File: src/rtl/as2650_wb_loader.sv
// Wishbone slave that holds the AS2650 core in reset and gives the management
// SoC byte-wide access to program memory through an arbitrated request port.
// Every output is a flop. There is one clock domain and a synchronous reset.
module as2650_wb_loader #(
  parameter int          ADDR_W    = 15,
  parameter logic [31:0] BASE_ADDR = 32'h3000_0000,
  parameter int          TIMEOUT   = 255
) (
  input  logic              wb_clk_i,
  input  logic              wb_rst_i,
  input  logic              wbs_cyc_i,
  input  logic              wbs_stb_i,
  input  logic              wbs_we_i,
  input  logic [3:0]        wbs_sel_i,
  input  logic [31:0]       wbs_adr_i,
  input  logic [31:0]       wbs_dat_i,
  output logic [31:0]       wbs_dat_o,
  output logic              wbs_ack_o,
  output logic              mem_req,
  output logic              mem_we,
  output logic [ADDR_W-1:0] mem_addr,
  output logic [7:0]        mem_wdata,
  input  logic [7:0]        mem_rdata,
  input  logic              mem_gnt,
  output logic              core_rst_o
);

  typedef enum logic [1:0] {IDLE, MEM, ACK} state_t;

  localparam logic [1:0]        REG_CTRL     = 2'd0;
  localparam logic [1:0]        REG_ADDR     = 2'd1;
  localparam logic [1:0]        REG_DATA     = 2'd2;
  localparam logic [7:0]        TIMEOUT_LAST = 8'(TIMEOUT - 1);
  localparam logic [ADDR_W-1:0] ADDR_ONE     = ADDR_W'(1);

  state_t            state, state_next;
  logic [1:0]        ctrl, ctrl_next;          // bit0 core_hold, bit1 autoinc
  logic [ADDR_W-1:0] addr, addr_next;
  logic              timeout_flag, timeout_flag_next;
  logic [7:0]        wait_cnt, wait_cnt_next;

  logic              ack_next;
  logic [31:0]       dat_next;
  logic              req_next;
  logic              we_next;
  logic [ADDR_W-1:0] maddr_next;
  logic [7:0]        wdata_next;

  logic              hit;
  logic              start;
  logic [1:0]        reg_sel;
  logic              unused_bits;

  assign hit     = (wbs_adr_i[31:4] == BASE_ADDR[31:4]);
  assign reg_sel = wbs_adr_i[3:2];
  // A miss or an unselected low byte is left alone so another slave can answer.
  assign start   = wbs_cyc_i & wbs_stb_i & wbs_sel_i[0] & hit & ~wbs_ack_o;

  // Bus bits this slave never looks at.
  assign unused_bits = ^{wbs_sel_i[3:1], wbs_adr_i[1:0], wbs_dat_i};

  // Next-state and next-output decode for the IDLE/MEM/ACK transaction FSM.
  always_comb begin
    // NOTE: every variable gets a default before the case so no path leaves
    // it unassigned; an unassigned path in always_comb infers a latch.
    state_next        = state;
    ctrl_next         = ctrl;
    addr_next         = addr;
    timeout_flag_next = timeout_flag;
    wait_cnt_next     = wait_cnt;
    ack_next          = 1'b0;
    dat_next          = 32'h0;
    req_next          = mem_req;
    we_next           = mem_we;
    maddr_next        = mem_addr;
    wdata_next        = mem_wdata;

    case (state)
      IDLE: begin
        if (start) begin
          if (reg_sel == REG_DATA) begin
            // Launch a memory access; attributes stay frozen while mem_req is high.
            state_next    = MEM;
            req_next      = 1'b1;
            we_next       = wbs_we_i;
            maddr_next    = addr;
            wdata_next    = wbs_dat_i[7:0];
            wait_cnt_next = 8'd0;
          end else begin
            state_next = ACK;
            ack_next   = 1'b1;
            case (reg_sel)
              REG_CTRL: begin
                dat_next = {30'h0, ctrl};
                if (wbs_we_i) ctrl_next = wbs_dat_i[1:0];
              end
              REG_ADDR: begin
                dat_next = 32'(addr);
                if (wbs_we_i) addr_next = wbs_dat_i[ADDR_W-1:0];
              end
              default: begin
                // STATUS: busy always reads 0 because the bus is stalled while busy.
                dat_next = {30'h0, timeout_flag, 1'b0};
                if (wbs_we_i && wbs_dat_i[1]) timeout_flag_next = 1'b0;
              end
            endcase
          end
        end
      end

      MEM: begin
        if (!wbs_cyc_i) begin
          // Master gave up. A grant in this same cycle still completes the
          // access, but nobody is left to acknowledge.
          state_next = IDLE;
          req_next   = 1'b0;
          if (mem_gnt && ctrl[1]) addr_next = addr + ADDR_ONE;
        end else if (mem_gnt) begin
          state_next = ACK;
          req_next   = 1'b0;
          ack_next   = 1'b1;
          dat_next   = {24'h0, mem_rdata};
          if (ctrl[1]) addr_next = addr + ADDR_ONE;
        end else if (wait_cnt == TIMEOUT_LAST) begin
          // No grant within the budget: abandon the access and flag it.
          state_next        = ACK;
          req_next          = 1'b0;
          ack_next          = 1'b1;
          dat_next          = 32'h0000_00FF;
          timeout_flag_next = 1'b1;
        end else begin
          wait_cnt_next = wait_cnt + 8'd1;
        end
      end

      ACK: begin
        state_next = IDLE;
      end

      default: begin
        state_next = IDLE;
      end
    endcase
  end

  // State, register file and registered outputs.
  always_ff @(posedge wb_clk_i) begin
    // NOTE: sequential state uses non-blocking assignments so every flop
    // samples pre-edge values regardless of statement order.
    if (wb_rst_i) begin
      state        <= IDLE;
      ctrl         <= 2'b11;
      addr         <= '0;
      timeout_flag <= 1'b0;
      wait_cnt     <= 8'd0;
      wbs_ack_o    <= 1'b0;
      wbs_dat_o    <= 32'h0;
      mem_req      <= 1'b0;
      mem_we       <= 1'b0;
      mem_addr     <= '0;
      mem_wdata    <= 8'h0;
      core_rst_o   <= 1'b1;
    end else begin
      state        <= state_next;
      ctrl         <= ctrl_next;
      addr         <= addr_next;
      timeout_flag <= timeout_flag_next;
      wait_cnt     <= wait_cnt_next;
      wbs_ack_o    <= ack_next;
      wbs_dat_o    <= dat_next;
      mem_req      <= req_next;
      mem_we       <= we_next;
      mem_addr     <= maddr_next;
      mem_wdata    <= wdata_next;
      // core_hold reaches the core one edge after the CTRL register changes.
      core_rst_o   <= ctrl[0];
    end
  end

endmodule

File: config.mk
export PLATFORM = sky130hd
export DESIGN_NAME = as2650_wb_loader
export DESIGN_NICKNAME = d
export VERILOG_FILES = /design/src/rtl/as2650_wb_loader.sv
export SDC_FILE = /design/constraint.sdc
export NUM_CORES = 1
export LEC_CHECK = 0
export CORE_MARGIN = 2
export CORE_UTILIZATION = 25
export DETAILED_ROUTE_END_ITERATION = 8
export GPL_TIMING_DRIVEN = 1
export PLACE_DENSITY = 0.62
export SLEW_MARGIN = 20
export SYNTH_ARGS = -nofsm -noshare
export SYNTH_HDL_FRONTEND = slang
export SYNTH_SLANG_ARGS = --single-unit
export TNS_END_PERCENT = 1
File: constraint.sdc
create_clock -name wb_clk_i -period 1.8 [get_ports wb_clk_i]
set_input_delay 0.54 -clock wb_clk_i [delete_from_list [all_inputs] [get_ports wb_clk_i]]
set_output_delay 0.54 -clock wb_clk_i [all_outputs]
set_load 0.03 [all_outputs]
==> summary.md, run 1 <==
| Metric | Value |
|---|---|
| Final ANT Viol Nets | `0` |
| Hold Path Stages | `2` |
| Final Slew Violations | `0` |
| Comb pwr share | `8.9%` |
| DP Cell Count | `738` |
| Status | `finished with violations` |
| CTS root buf | `clkbuf_16` |
| Critical Path Start Type | `flop` |
| Cells on worst reg2reg path | `8` |
| Vias | `3722` |
| Port bufs | `101` |
| Fmax | `0.516 GHz` |
| Initial Util | `25.8%` |
| CP Max Fanout | `3` |
| Core area | `0.0133 sq mm` |
| CP required | `2.07 ns` |
| Clock share of power | `49.5%` |
| Grt total ovfl | `0` |
| Post-synth EDFFs | `0` |
| Worst hold endpoint | `mem_addr[12]` |
| Worst skew pair latency | `0.34 ns` |
| Post-route minimum period | `1.94 ns` |
| RSZ-0062 raised after global routing | `true` |
| Finish-stage setup viols | `8` |
| Fin crit share | `108%` |
| Router iterations before antenna repair | `5` |
| Min Hold Slack | `0.448 ns` |
| Synth cell types | `53` |
| Die width | `121 um` |
| Clock Pin Slew Worst Setup and Hold Paths | `0.06 ns` |
| Fin Clk Skew | `0.00972 ns` |
| CTS buffer count | `9` |
| Hold crit path type | `reg -> reg` |
| DR vias/cell | `4.85` |
| Syn Area/Cell | `8.07 sq um` |
| GPL Wtd Cong | `0.875` |
| Switching portion of total power | `24.8%` |
| Failing checks | `negative setup slack` |
| Mapped Area | `0.00345 sq mm` |
| Drt initial violations | `298` |
| Total global-route track usage | `15.4%` |
| Setup WS post-layout | `-0.138 ns` |
| Most common cell after layout, fill and taps aside | `nand2_1` |
| NetSw | `921 uW` |
| # rows | `42` |
| Total clock sinks | `70` |
| Synth Instances | `427` |
| Final cell count without fillers | `767` |
| Commonest non-fill, non-tap cells in the layout | `nand2_1, dfxtp_1, buf_4, dlygate4sd2_1, a21oi_1` |
| Clock Path Buffers | `2` |
| Async set-or-reset flop fraction in the synthesized netlist | `0%` |
| CTS H-tree lvls | `3` |
| First-pass GRT wire length | `17900 um` |
| N_diodes | `0` |
| Total Wirelength | `11900 um` |
| Pint | `2.80 mW` |
| Synth Register Bits | `70` |
| Arrival time worst endpoint | `2.21 ns` |
| Remaining DRCs | `0` |
| Dpl hpwl | `8370 um` |
| Setup WS pre-CTS | `-0.769 ns` |
| Hold Violations, Final | `0` |
| Main synth FF type | `dfxtp_1` |
| Maxcap violations | `0` |
| Post-synthesis sequential area ratio | `40.7%` |
| Initial antenna violation count | `0` |
| Largest net degree at the start of global routing | `26` |
| RR Endpoint | `wait_cnt[2]` |
| Fin nets | `671` |
| Sequential group share of total power | `41.6%` |
| Power per cell area | `673 mW/mm^2` |
| Layout area overhead | `60.4%` |
| # IOs | `141` |
| Die footprint | `0.0147 sq mm` |
| Critical R2R Launch | `wait_cnt[0]` |
| Chip Height | `121 um` |
| Synth warn | `0` |
| Share of layout cells above drive strength 1 | `27.2%` |
| Reg-to-reg slack, setup | `-0.14 ns` |
| Hold Crit Start | `mem_addr[12]` |
| CTS tree | `yes` |
| Count of hold-fix buffers inserted at cts | `0` |
| Setup CP Type | `reg -> reg` |
| Crit. End Element | `flop` |
| Max VDD drop | `0.000431 V` |
| WL per Instance | `15.5 um` |
| Vias in the first global route | `3501` |
| Pleak | `2.26 nW` |
==> cell type report <==
cell class	instances	area (sq um)
Sequential cell	70	1400
Multi-Input combinational cell	320	2060
Timing Repair Buffer	177	1510
Clock inverter	7	78.8
Clock buffer	9	225
Tap cell	176	220
Fill cell	1393	7820
Inverter	8	30.0
==> stage by stage <==
stage / cell area (sq um) / utilization (%) / total power, mW / TNS, ns
after floorplan: 3560 / - / 1.73 / -0.219
after global placement: 5020 / 37.6 / 1.92 / -40.51
after detailed placement: 5020 / 37.6 / 1.92 / -43.48
after CTS: 5350 / 40.1 / 3.73 / -1.39
after global routing: 5530 / 41.4 / 3.82 / -1.12
final: 5530 / 41.4 / 3.72 / -0.553
==> how the worst max path moves through the flow <==
| stage | startpoint | endpoint | slack, ns | cells after the start |
|---|---|---|---|---|
| after CTS | wbs_adr_i[25] | wait_cnt[3] | -0.15 | 7 |
| after global placement | wbs_adr_i[13] | wait_cnt[4] | -0.73 | 7 |
| after global routing | wait_cnt[0] | wait_cnt[2] | -0.19 | 8 |
| final | wait_cnt[0] | wait_cnt[2] | -0.14 | 8 |
| after floorplan | wbs_adr_i[13] | wait_cnt[3] | -0.04 | 5 |
| after detailed placement | wbs_adr_i[16] | addr[3] | -0.77 | 6 |
==> cells by family after synthesis <==
family | Yosys count | share of synthesized area, %
other | 1 | 0.109
and+or+nand+nor | 172 | 26.4
adders and majority gates | 3 | 1.09
DFF | 70 | 40.7
buffers and inverters | 55 | 8.79
AOI/OAI and AO/OA | 122 | 21.8
muxes | 4 | 1.16
==> registers in the layout, summed over array words and instances (netlist names) <==
register,count
core_rst_o,1
wbs_dat_o,15
ctrl,2
mem_addr,15
state,2
mem_req,1
wbs_ack_o,1
mem_we,1
wait_cnt,8
timeout_flag,1
addr,15
mem_wdata,8
==> power by group through the flow <==
stage / clock, mW / sequential (mW) / combinational, mW
2_1_floorplan: 0 / 1.58 / 0.150
3_3_place_gp: 0 / 1.58 / 0.339
3_5_place_dp: 0 / 1.58 / 0.340
4_1_cts: 1.86 / 1.55 / 0.324
5_1_grt: 1.92 / 1.55 / 0.353
6_report: 1.84 / 1.55 / 0.331
==> critical path: stages (launching register included) <==
cell and delay [ns]:
dfxtp_2 0.34, inv_2 0.04, ha_4 0.14, and3_4 0.18
a211oi_4 0.36, buf_4 0.19, o21ai_4 0.06, or3_1 0.40
a21oi_2 0.14
==> metal layers <==
metal / part of all wire (%) / vias up / global-route usage, %
met4: 1.9 / 0 / 5.46
met2: 47 / 144 / 23.8
met3: 6.9 / 19 / 4.32
met5: 0 / - / 0
met1: 44 / 1738 / 20.5
li1: - / 1821 / -
==> cells in the mapped netlist, drive strengths merged (4+ instances only) <==
cell,count,share of area [%]
a21oi,53,7.7
o211ai,5,1.1
and4,4,1.2
a22oi,5,1.1
mux2i,4,1.2
nor2,21,2.3
nor4,9,3.0
o21ai,22,3.2
nand3,19,2.8
or4,4,0.87
buf,31,6.1
nor3,8,1.2
and3,4,0.73
nand4,8,1.5
dfxtp,70,41
inv,8,0.87
clkbuf,16,1.8
nand2,72,7.9
or3,4,0.73
o31ai,12,2.6
and2,7,1.3
a211oi,4,0.87
==> what timing repair did <==
action | in CTS | in global routing
endpoints found under the setup margin | 111 | 67
pin swaps | 19 | 25
setup buffers | 4 | 6
resized for setup | 105 | 77
gates cloned | 1 | 2
Power figures use the tool's default switching activity.
==> run 2: changes to the inputs <==
- GPL_TIMING_DRIVEN: 1 -> 0
==> run 2 against run 1 <==
Against the previous run:
- the flow still finishes with violations (negative setup slack)
- clock-buffer cell count is 2 higher
- worst hold slack is essentially flat
- fmax is 4.6% higher
- core utilization fell by 1.3 points
- clock power up 3%
- via count is 0.81% lower
- first-iteration DRC count grew 0.67%
- worst setup slack improved by 0.085 ns
- sequential share of layout area grew 1.0 points
- clock skew down 0.0028 ns
- flip-flop and latch count did not move
- die area is the same
- critical path type unchanged
- critical endpoint is now addr[11]
==> summary.md, run 2 (synthesis gave the netlist of run 1 again) <==
| Metric | Value |
|---|---|
| Status | `finished with violations (unchanged)` |
| Failing checks | `negative setup slack (unchanged)` |
| Clock Pin Slew Worst Setup and Hold Paths | `0.06 ns (about the same)` |
| Worst hold endpoint | `mem_we (was mem_addr[12])` |
| Cell Area, Placed | `0.00477 sq mm (was 0.00502 sq mm)` |
| First-pass GRT wire length | `17800 um (was 17900 um)` |
| Grt total ovfl | `0 (unchanged)` |
| Maxcap violations | `0 (unchanged)` |
| Setup WS post-layout | `-0.0531 ns (was -0.138 ns)` |
| Layout area overhead | `55.2% (was 60.4%)` |
| Pleak | `2.17 nW (was 2.26 nW)` |
| WL per Instance | `15.5 um (about the same)` |
| Clock Path Buffers | `2 (unchanged)` |
| Post-route minimum period | `1.85 ns (was 1.94 ns)` |
| Total clock sinks | `70 (unchanged)` |
| Share of layout cells above drive strength 1 | `24.5% (was 27.2%)` |
| CTS H-tree lvls | `3 (unchanged)` |
| CP required | `2.01 ns (was 2.07 ns)` |
| Router iterations before antenna repair | `5 (unchanged)` |
| NetSw | `859 uW (was 921 uW)` |
| Power per cell area | `705 mW/mm^2 (was 673 mW/mm^2)` |
| # IOs | `141 (unchanged)` |
| Fmax | `0.540 GHz (was 0.516 GHz)` |
| Hold Crit Start | `mem_we (was mem_addr[12])` |
| Vias | `3692 (was 3722)` |
| DR vias/cell | `4.96 (was 4.85)` |
| Final ANT Viol Nets | `0 (unchanged)` |
| Comb pwr share | `8.7% (was 8.9%)` |
| Clock share of power | `50.3% (was 49.5%)` |
| Most common cell after layout, fill and taps aside | `nand2_1 (unchanged)` |
| CTS root buf | `clkbuf_16 (unchanged)` |
| Dpl hpwl | `8450 um (was 8370 um)` |
| Crit. Startpoint | `state[1] (was wait_cnt[0])` |
| Hold crit path type | `reg -> reg (unchanged)` |
| Largest net degree at the start of global routing | `13 (was 26)` |
| Top flop regs | `addr (15), mem_addr (15), wbs_dat_o (15) (unchanged)` |
| Die width | `121 um (unchanged)` |
| # rows | `42 (unchanged)` |
| Core area | `0.0133 sq mm (unchanged)` |
| GPL Wtd Cong | `0.898 (was 0.875)` |
| Final core utilization | `40.1% (was 41.4%)` |
| Fin crit share | `103% (was 108%)` |
| Setup CP Type | `reg -> reg (unchanged)` |
| Max VDD drop | `0.000438 V (was 0.000431 V)` |
| Critical Path Start Type | `flop (unchanged)` |
| Final cell count without fillers | `744 (was 767)` |
| Finish-stage setup viols | `4 (was 8)` |
| N_diodes | `0 (unchanged)` |
| Worst skew pair latency | `0.34 ns (about the same)` |
| DP Cell Count | `718 (was 738)` |
| Die footprint | `0.0147 sq mm (unchanged)` |
| Count of hold-fix buffers inserted at cts | `0 (unchanged)` |
| Total global-route track usage | `15.6% (was 15.4%)` |
| Setup WS pre-CTS | `-0.847 ns (was -0.769 ns)` |
| Crit. End Element | `flop (unchanged)` |
| CTS buffer count | `9 (unchanged)` |
| RSZ-0062 raised after global routing | `true (unchanged)` |
| Initial Util | `25.8% (unchanged)` |
| CP Max Fanout | `10 (was 3)` |
| Hold Path Stages | `2 (unchanged)` |
| RR Endpoint | `addr[11] (was wait_cnt[2])` |
| Hold Violations, Final | `0 (unchanged)` |
| Arrival time worst endpoint | `2.06 ns (was 2.21 ns)` |
| Total Wirelength | `11600 um (was 11900 um)` |
| Pint | `2.91 mW (was 2.80 mW)` |
| Worst stage delay on the critical path | `0.46 ns (was 0.40 ns)` |
| Headroom to the max-slew limit | `58.0%` |
| Drt initial violations | `300 (was 298)` |
| Fill cells | `1385 (was 1393)` |
| Port bufs | `99 (was 101)` |
| Initial antenna violation count | `0 (unchanged)` |
| Final Slew Violations | `0 (unchanged)` |
| Worst path top cell family by delay | `buffers and inverters (was simple AND/OR/NAND/NOR gates)` |
| Cells on worst reg2reg path | `6 (was 8)` |
| Commonest non-fill, non-tap cells in the layout | `nand2_1, dfxtp_1, dlygate4sd2_1, a21oi_1, buf_4 (was nand2_1, dfxtp_1, buf_4, dlygate4sd2_1, a21oi_1)` |
| Vias in the first global route | `3594 (was 3501)` |
| Critical R2R Launch | `state[1] (was wait_cnt[0])` |
| Worst path buffer plus inverter count | `2 (unchanged)` |
| CTS tree | `yes (unchanged)` |
| Remaining DRCs | `0 (unchanged)` |
| Fin Clk Skew | `0.00689 ns (was 0.00972 ns)` |
| Slowest cell on crit path | `dfxtp_2 (was or3_1)` |
| Chip Height | `121 um (unchanged)` |
| Fin nets | `648 (was 671)` |
| Critical path, cell by cell | `nand2b_1 -> clkbuf_1 -> clkbuf_4 -> a31oi_1 -> o311ai_0 -> o31ai_1 (was inv_2 -> ha_4 -> and3_4 -> a211oi_4 -> buf_4 -> o21ai_4 -> or3_1 -> a21oi_2)` |
| Switching portion of total power | `22.8% (was 24.8%)` |
| Slew @ Worst Pin | `0.631 ns` |
| Sequential group share of total power | `41.0% (was 41.6%)` |
| Reg-to-reg slack, setup | `-0.05 ns (was -0.14 ns)` |
| Design area | `0.00535 sq mm (was 0.00553 sq mm)` |
run 2: what timing repair did:
item	4_1_cts	5_1_grt
buffers inserted	0	10
endpoints found under the hold margin	0	0
resized for setup	109	88
endpoints found under the setup margin	111	69
pin swaps	17	32
run 2: cell type report:
type	instances	area, sq um	share of cell area [%]
multi-input cells	318	2070	38.8
flip-flops and latches	70	1410	26.4
repair buffers	109	946	17.7
plain buffers	47	350	6.55
clock buffers	11	233	4.35
well taps	176	220	4.12
clock inverters	5	83.8	1.57
inverters	8	30.0	0.561
run 2: worst max-delay path by stage:
stage | to | slack, ns | cells past startpoint
floorplan | wait_cnt[3] | -0.04 | 5
global placement | mem_wdata[1] | -0.84 | 7
detailed placement | mem_addr[14] | -0.85 | 7
CTS | wait_cnt[7] | -0.18 | 6
global route | addr[11] | -0.11 | 6
finish | addr[11] | -0.05 | 6
run 2: power by group through the flow:
stage	clock network, mW	registers, mW	logic (mW)
finish	1.90	1.55	0.329
global route	2.02	1.55	0.351
CTS	1.92	1.55	0.315
detailed placement	0	1.58	0.332
global placement	0	1.58	0.328
floorplan	0	1.58	0.150
run 2: worst reg2reg max path, stage by stage, from the launching register on:
cell      delay, ns
dfxtp_2        0.46
nand2b_1       0.14
clkbuf_1       0.27
clkbuf_4       0.31
a31oi_1        0.06
o311ai_0       0.37
o31ai_1        0.12
run 2: routing by layer:
metal	vias up	wire length, um	part of all wire [%]	GRT usage (%)
met4	0	290	2.5	7.90
met3	20	1000	8.6	5.36
met1	1731	4710	41	18.4
met2	159	5560	48	24.9
li1	1782	-	-	-
met5	-	0	0	0
run 2: through the flow:
step	total power, mW	setup TNS [ns]	hold WS, ns
floorplan	1.73	-0.219	0.439
global placement	1.91	-50.68	0.438
detailed placement	1.92	-50.91	0.447
CTS	3.79	-4.48	0.450
global route	3.91	-0.900	0.462
finish	3.77	-0.110	0.449
==> run 3: changes to the inputs <==
- HOLD_SLACK_MARGIN: not set -> 0.1
==> results of run 3 <==
The final DEF is identical to that of run 2; final timing and power are the same.
